[config.mk]
export PLATFORM = sky130hd
export DESIGN_NAME = dtp_core
export DESIGN_NICKNAME = d
export VERILOG_FILES = /design/src/rtl/dtp_core.sv
export SDC_FILE = /design/constraint.sdc
export NUM_CORES = 1
export LEC_CHECK = 0
export CAP_MARGIN = 10
export CORE_ASPECT_RATIO = 0.6
export CORE_MARGIN = 2
export CORE_UTILIZATION = 51
export DETAILED_ROUTE_END_ITERATION = 12
export GPL_TIMING_DRIVEN = 1
export PLACE_DENSITY = 0.89
export SLEW_MARGIN = 20
export SYNTH_ARGS = -nofsm -noshare
export SYNTH_HDL_FRONTEND = slang
export SYNTH_SLANG_ARGS = --single-unit
[constraint.sdc]
create_clock -name clk -period 5.3 [get_ports clk]
set_input_delay 1.06 -clock clk [delete_from_list [all_inputs] [get_ports clk]]
set_output_delay 1.06 -clock clk [all_outputs]
set_load 0.01 [all_outputs]
[src/rtl/dtp_core.sv]
// Decision tree processor: walks one binary tree per sample and hands the leaf class downstream.
// Optional visit-limit guard against cyclic trees is compiled in with DTP_DEPTH_GUARD_EN.
module dtp_core #(
  parameter int ATTR_WIDTH  = 16,
  parameter int ATTR_ABIT   = 5,
  parameter int NODE_ABIT   = 8,
  parameter int CLASS_WIDTH = 4,
  parameter int MAX_DEPTH   = 16,
  localparam int NODE_WIDTH = 1 + ATTR_ABIT + ATTR_WIDTH + 2*NODE_ABIT
) (
  input  logic                   clk,
  input  logic                   rst_n,
  input  logic                   i_dtp_en,
  input  logic                   i_dtp_end,
  input  logic                   i_is_att_ram_avai,
  input  logic                   i_is_sample_done,
  output logic [ATTR_ABIT-1:0]   o_attr_sel,
  input  logic [ATTR_WIDTH-1:0]  i_attr_dout,
  output logic                   o_att_ram_switch,
  output logic [NODE_ABIT-1:0]   o_node_addr,
  input  logic [NODE_WIDTH-1:0]  i_node_data,
  output logic [CLASS_WIDTH-1:0] o_res_class,
  output logic                   o_res_vld,
  input  logic                   i_res_rdy,
  output logic [15:0]            o_res_cnt,
  output logic                   o_idle_done,
  output logic                   o_err
);

  typedef enum logic [2:0] {IDLE, FETCH, EVAL, CMP, OUT, SWITCH} state_t;
  state_t state, state_nxt;

  logic                  node_leaf;
  logic [ATTR_ABIT-1:0]  node_attr;
  logic [ATTR_WIDTH-1:0] node_thr;
  logic [NODE_ABIT-1:0]  node_left, node_right;
  assign {node_leaf, node_attr, node_thr, node_left, node_right} = i_node_data;

  logic [ATTR_WIDTH-1:0] thr_q;
  logic [NODE_ABIT-1:0]  left_q, right_q;
  logic                  depth_hit;

  always_ff @(posedge clk) begin
    if (!rst_n) state <= IDLE;
    else        state <= state_nxt;
  end

  always_comb begin
    state_nxt = state;
    case (state)
      IDLE:    if (i_dtp_en && i_is_att_ram_avai) state_nxt = FETCH;
      FETCH:   state_nxt = EVAL;
      EVAL:    state_nxt = (node_leaf || depth_hit) ? OUT : CMP;
      CMP:     state_nxt = FETCH;
      OUT:     if (i_res_rdy) state_nxt = SWITCH;
      SWITCH:  state_nxt = IDLE;
      default: state_nxt = IDLE;
    endcase
    if (i_dtp_end) state_nxt = IDLE;
  end

  always_ff @(posedge clk) begin
    if (!rst_n) begin
      o_attr_sel       <= '0;
      o_node_addr      <= '0;
      o_res_class      <= '0;
      o_res_vld        <= 1'b0;
      o_att_ram_switch <= 1'b0;
      o_res_cnt        <= '0;
      thr_q            <= '0;
      left_q           <= '0;
      right_q          <= '0;
    end else if (i_dtp_end) begin
      // Abort drops any pending result without releasing the buffer.
      o_res_vld        <= 1'b0;
      o_res_cnt        <= '0;
      o_att_ram_switch <= 1'b0;
    end else begin
      o_att_ram_switch <= 1'b0;
      case (state)
        IDLE: if (i_dtp_en && i_is_att_ram_avai) o_node_addr <= '0;
        EVAL: begin
          if (node_leaf) begin
            o_res_class <= node_thr[CLASS_WIDTH-1:0];
            o_res_vld   <= 1'b1;
          end else if (depth_hit) begin
            o_res_class <= '1;
            o_res_vld   <= 1'b1;
          end else begin
            o_attr_sel <= node_attr;
            thr_q      <= node_thr;
            left_q     <= node_left;
            right_q    <= node_right;
          end
        end
        CMP: o_node_addr <= (i_attr_dout <= thr_q) ? left_q : right_q;
        OUT: if (i_res_rdy) begin
          o_res_vld        <= 1'b0;
          o_res_cnt        <= o_res_cnt + 16'd1;
          o_att_ram_switch <= 1'b1;
        end
        default: ;
      endcase
    end
  end

`ifdef DTP_DEPTH_GUARD_EN
  localparam int VW = $clog2(MAX_DEPTH + 1);
  logic [VW-1:0] visits;
  logic          err_q;

  assign depth_hit = (visits == VW'(MAX_DEPTH - 1));

  always_ff @(posedge clk) begin
    if (!rst_n) begin
      visits <= '0;
      err_q  <= 1'b0;
    end else begin
      if (state == IDLE)      visits <= '0;
      else if (state == EVAL) visits <= visits + VW'(1);
      err_q <= !i_dtp_end && (state == EVAL) && !node_leaf && depth_hit;
    end
  end
  assign o_err = err_q;
`else
  assign depth_hit = 1'b0;
  assign o_err     = 1'b0;
`endif

  assign o_idle_done = (state == IDLE) && i_is_sample_done;

endmodule

==> reports/results.ini, run 1 <==
[route]
drc=0
firstDrtPassIters=4
antenna_left=0
drt-total-wl_um=8250
wl_per_cell_um=14.4
via_count=3024
vias_per_cell=5.26
drt_iter0_markers=100

[synth]
synthArstFlopShare=0
synthTopCellsByArea=dfxtp_1 43%, nand2_1 11%, ha_1 6.6%
synth_most_common_cell=nand2_1
yosysWarnings=0
netlist_area_um2=3230
synth_fp_nets=474
ys_seq_area_frac=0.434
ys_ff_latch=70
netlist.area_leader.share=0.434
synth_cells=396
synth_edf_count=0
netlist-cell-type-count=45
syn_avg_cell_area_um2=8.16
synth_top_cell_by_area=dfxtp_1
synth_common_cells=95 x nand2_1, 70 x dfxtp_1, 38 x a21oi_1, 28 x nor2_1, 18 x inv_1
ys.flop_type=dfxtp_1

[worst_hold_path]
hold_path_class=register to register

[sta]
tightest_slew_ps=996
max_clock_freq_mhz=297
clock_skew_ps=12.3
fin_ws_ps=1930
rsz0062_at_grt=false
min_period_ps=3370
tns_ps=0
min_period_over_period=0.636
hold_viol=0
setup_violations=0
slew_headroom=0.331
drv_slew=0

[floorplanning]
start_util=0.529
die_w_um=107
die_area_um2=7010
pin_count=98
fp.dieH_um=65.7
coreArea_um2=6110
row_count=22

[place]
dp_worst_setup_slack_ps=1560
dp_hpwl_um=6050
place.gp.congestion=0.805
io_buffers=96

[cts]
post_cts.repair.setup_buffers=0
htreeDepth=3
cts_tree=done
cts.clk_slew.worst_paths_ps=70
clock-sinks=70
worstSkewPairLatency_ps=340
cts_buffers=9
clockBufferDepth=2
cts_root_buffer=clkbuf_8
hold_buffers=0
postCtsResizedCells=0

[setup_path]
critical_path_buf_inv_count=2
slowest_delay_ps=590
cpMostUsedCell=clkdlybuf4s50_1
required_ps=4240
worstSetupStartpointType=input port
end_kind=output port
cpMaxStageDelayCell=clkdlybuf4s50_1
critPathTopFamily=buffers and inverters
worstPathMaxFanout=1
path_cells=clkdlybuf4s50_1 -> nor4b_1 -> clkdlybuf4s50_1
cp.arrival_ps=2310
critPathKind=input port to output port

[power_and_ir_drop]
peakVddDrop_v=0.000139
powerDensity_nw_per_um2=244
p_total_w=0.00109
static-leakage-power_nw=1.51

[global_routing]
grt_pass1_vias=2838
grt_max_degree=43
grt_first_pass_wirelength_um=12900
grt.total_usage=0.237
grt_overflow_total=0
grt_antenna_before_repair=0

[cells_and_area]
finalNetCount=564
syn2layout_area_growth_pct=38.1
antenna_cells=0
drive_gt1_frac=0.0652

[run]
maxCapViolCount=0

[status]
status=finished, final reports clean

worst reg2reg max path, cell delays in order (launching register included):
cell	delay [ps]
dfxtp_1	330
inv_1	50
ha_1	300
nand4_1	150
or3_4	450
nor3_1	820
or3_2	250
a31oi_1	70
layer usage:
| metal | global-route usage | part of all wire | up-vias |
|---|---|---|---|
| met5 | 0 | 0 | - |
| met4 | 0.0584 | 0.0075 | 0 |
| met3 | 0.0923 | 0.074 | 6 |
| met2 | 0.398 | 0.47 | 93 |
| met1 | 0.289 | 0.45 | 1408 |
| li1 | - | - | 1517 |
power breakdown:
group	internal [W]	switching [W]
sequential	0.000526	0.00000137
clock	0.000279	0.000196
combinational	0.0000520	0.0000338
cell families after synthesis:
family	count (synthesis)	share of synthesized area
fa+ha+maj	17	0.0658
flops	70	0.434
compound gates	72	0.134
mux	4	0.0124
xor+xnor	15	0.0407
other cells	1	0.00116
simple gates	178	0.259
buf+inv	39	0.0527
cells in the final DEF, fill, tap and decap left out, types with 2 or more instances in the layout:
cell type and instances:
clkinv_4 2, or3_1 2, and2_1 2, nand4_1 5, nand2_1 95, nand3_1 16
o21a_1 2, a22oi_1 8, nand2b_1 2, bufinv_16 2, buf_4 3, nor2b_1 2
ha_1 17, nand3b_1 2, o21ai_0 2, xor2_1 10, clkbuf_8 10, mux2i_1 4
a31oi_1 9, nor3_1 4, a21boi_0 7, and3_1 4, a21oi_1 38, nor2_1 28
inv_1 18, clkdlybuf4s50_1 96, xnor2_1 5, nor4_4 2, dfxtp_1 70, or3_2 6
state kept, by name, indices dropped and copies added, names as in the netlist:
name / count
state: 3
o_res_vld: 1
o_att_ram_switch: 1
o_res_class: 4
left_q: 8
o_res_cnt: 16
thr_q: 16
o_attr_sel: 5
right_q: 8
o_node_addr: 8
through the flow:
step / cells / instance area, um^2 / util / hold slack (ps)
2_1_floorplan: 396 / 3230 / - / 436
3_3_place_gp: 559 / 4230 / 0.692 / 441
3_5_place_dp: 559 / 4230 / 0.692 / 450
4_1_cts: 575 / 4450 / 0.729 / 460
5_1_grt: 575 / 4460 / 0.730 / 483
6_report: 575 / 4460 / 0.730 / 458
cell type report:
type	instances	area (um^2)
fillers	497	1650
inverters	19	71.3
flip-flops and latches	70	1400
multi-input cells	287	1680
repair buffers	99	983
clock buffers	11	141
clock inverters	5	82.6
well taps	84	105
final timing paths:
path                            depth (start not counted)                           to  slack [ps]              startpoint
worst min-delay path                                    2        thr_q[5]$_SDFFE_PN0P_         460   thr_q[5]$_SDFFE_PN0P_
worst max-delay path                                    3                  o_idle_done        1930        i_is_sample_done
worst min register to register                          2        thr_q[5]$_SDFFE_PN0P_         460   thr_q[5]$_SDFFE_PN0P_
worst max register to register                          7  o_node_addr[6]$_SDFFE_PN0P_        2730  thr_q[14]$_SDFFE_PN0P_
(Power assumes the default switching activity.)
==> run 2: changes to the inputs <==
--- a/config.mk
+++ b/config.mk
@@ -8,10 +8,10 @@
 export CAP_MARGIN = 10
 export CORE_ASPECT_RATIO = 0.6
 export CORE_MARGIN = 2
-export CORE_UTILIZATION = 51
+export CORE_UTILIZATION = 42
 export DETAILED_ROUTE_END_ITERATION = 12
 export GPL_TIMING_DRIVEN = 1
-export PLACE_DENSITY = 0.89
+export PLACE_DENSITY = 0.79
 export SLEW_MARGIN = 20
 export SYNTH_ARGS = -nofsm -noshare
 export SYNTH_HDL_FRONTEND = slang
==> constraint.sdc (replaced) <==
create_clock -name clk -period 2.8 [get_ports clk]
set_input_delay 0.56 -clock clk [delete_from_list [all_inputs] [get_ports clk]]
set_output_delay 0.56 -clock clk [all_outputs]
set_load 0.01 [all_outputs]
==> run 2 against run 1 <==
- critical path depth is 5 higher
- clock power up 140%
- non-clock buffer count up 13
- sequential share of layout area decreased by 1.3 points
- clock skew decreased by 6.9 ps
- largest power group is now clock
- worst hold slack worse by 5.3 ps
- sequential cell count is the same
==> reports/results.ini, run 2 (synthesized netlist as in run 1, its figures left out) <==
[status]
status=finished, final reports clean  ; unchanged

[cells_and_area]
fin_util=0.633  ; was 0.730
final_common_cell=clkdlybuf4s50_1  ; unchanged
antenna_cells=0  ; unchanged
fill_cells=633  ; was 497
top_regs=o_res_cnt (16), thr_q (16)  ; unchanged
regArea_um2=1400  ; unchanged
mostFrequentLayoutCells=96 x clkdlybuf4s50_1, 95 x nand2_1, 70 x dfxtp_1  ; unchanged
finalNetCount=577  ; was 564
drive_gt1_frac=0.0833  ; was 0.0652
syn2layout_area_growth_pct=44.1  ; was 38.1%
multi_input_area_um2=1680  ; unchanged

[route]
drt-total-wl_um=8320  ; was 8250 um
highest_layer=met4  ; unchanged
via_count=3048  ; was 3,024
vias_per_cell=5.01  ; was 5.26
firstDrtPassIters=4  ; unchanged
antenna_left=0  ; unchanged
wl_met1_um=3850  ; was 3690 um
drt_iter0_markers=172  ; was 100
route.met3.wl_um=710  ; was 614 um
wl_met2_um=3690  ; was 3890 um
drc=0  ; unchanged
wl_per_cell_um=13.7  ; was 14.4 um

[cts]
clockBufferDepth=2  ; unchanged
worstSkewPairLatency_ps=340  ; about the same
cts_tree=done  ; unchanged
hold_buffers=0  ; unchanged
htreeDepth=3  ; unchanged
clock-sinks=70  ; unchanged
cts.clk_slew.worst_paths_ps=50  ; was 70 ps
cts_buffers=9  ; unchanged
cts_root_buffer=clkbuf_16  ; was clkbuf_8

[setup_path]
required_ps=3060  ; was 4240 ps
critPathKind=input port to register  ; was input port to output port
end_kind=register  ; was output port
worstSetupStartpointType=input port  ; unchanged
worstPathMaxFanout=13  ; was 1
cp.arrival_ps=2900  ; was 2310 ps

[floorplanning]
row_count=24  ; was 22
coreArea_um2=7360  ; was 6110 um^2
fp.dieH_um=71.9  ; was 65.7 um
die_w_um=117  ; was 107 um
pin_count=98  ; unchanged
die_area_um2=8430  ; was 7010 um^2
start_util=0.439  ; was 0.529

[global_routing]
grt_antenna_before_repair=0  ; unchanged
grt.total_usage=0.213  ; was 0.237
grt_overflow_total=0  ; unchanged
grt_max_degree=38  ; was 43
grt_pass1_vias=2909  ; was 2,838
grt_first_pass_wirelength_um=13600  ; was 12,900 um

[run]
maxCapViolCount=0  ; unchanged

[place]
place.gp.congestion=0.793  ; was 0.805
dp_worst_setup_slack_ps=-270  ; was 1560 ps
io_buffers=96  ; unchanged
dp_hpwl_um=6230  ; was 6050 um

[sta]
hold_viol=0  ; unchanged
drv_slew=0  ; unchanged
setup_violations=0  ; unchanged
slew_headroom=0.601  ; was 0.331
min_period_over_period=0.944
tightest_slew_ps=595  ; was 996 ps
max_clock_freq_mhz=378
clock_skew_ps=5.43  ; was 12.3 ps
rsz0062_at_grt=false  ; unchanged
fin_ws_ps=157  ; was 1930 ps
min_period_ps=2640

[power_and_ir_drop]
powerDensity_nw_per_um2=493  ; was 244 nW/um^2
static-leakage-power_nw=1.60  ; was 1.51 nW
peakVddDrop_v=0.000401  ; was 0.000139 V

[worst_hold_path]
hold_path_class=register to register  ; unchanged

## run 2: changes by cell type in the layout (fill, tap and decap cells not counted), moves of 2 or more
cell / before / now
clkbuf_1: 1 / 3
clkbuf_8: 10 / 1
clkbuf_16: 0 / 9
buf_4: 3 / 16
## run 2: routing by layer
layer | global-route usage | vias up
met1 | 0.267 | 1421
met4 | 0.0810 | 0
met2 | 0.323 | 79
met5 | 0 | -
met3 | 0.0986 | 9
li1 | - | 1539
## run 2: worst max-delay path, stage by stage
cell             delay [ps]
clkdlybuf4s50_1         410
ha_1                    310
nand4_1                 140
or3_4                   430
a211oi_2                290
nor4_4                  120
or3_2                   490
a31oi_1                 150
## run 2: report_power, final
group / switching (W) / leakage, nW / total, W / internal [W]
logic: 0.0000634 / 0.890 / 0.000167 / 0.000104
registers: 0.00000266 / 0.564 / 0.00100 / 0.000998
clock network: 0.000414 / 0.144 / 0.00113 / 0.000714
## run 2: stage by stage
step                instances  instance area, um^2  total power, W  hold slack (ps)  TNS, ps
floorplan                 396                 3230         0.00108              436        0
global placement          592                 4350         0.00118              442    -1420
detailed placement        592                 4350         0.00119              448    -1680
CTS                       608                 4650         0.00232              455        0
global route              608                 4650         0.00239              480        0
finish                    608                 4650         0.00230              452        0
## run 2: path summary, 6_finish.rpt
kind	depth (start not counted)	endpoint	startpoint	slack, ps
setup / recovery	8	o_node_addr[7]$_SDFFE_PN0P_	i_attr_dout[13]	160
hold / removal	2	o_attr_sel[4]$_SDFFE_PN0P_	o_attr_sel[4]$_SDFFE_PN0P_	450
setup reg to reg	8	o_node_addr[7]$_SDFFE_PN0P_	thr_q[13]$_SDFFE_PN0P_	430
hold reg to reg	2	o_attr_sel[4]$_SDFFE_PN0P_	o_attr_sel[4]$_SDFFE_PN0P_	450
## run 2: timing repair
action	4_1_cts	5_1_grt
hold endpoints to repair	0	0
setup buffers	0	0
setup endpoints to repair	0	8
resized for setup	0	1
## run 2: cell type report
| cell class | count | share of cell area |
|---|---|---|
| multi-input combinational | 287 | 0.360 |
| sequential | 70 | 0.301 |
| timing repair buffer | 112 | 0.232 |
| clock buffer | 13 | 0.0538 |
| tap | 104 | 0.0280 |
| inverter | 19 | 0.0153 |
| clock inverter | 3 | 0.00941 |
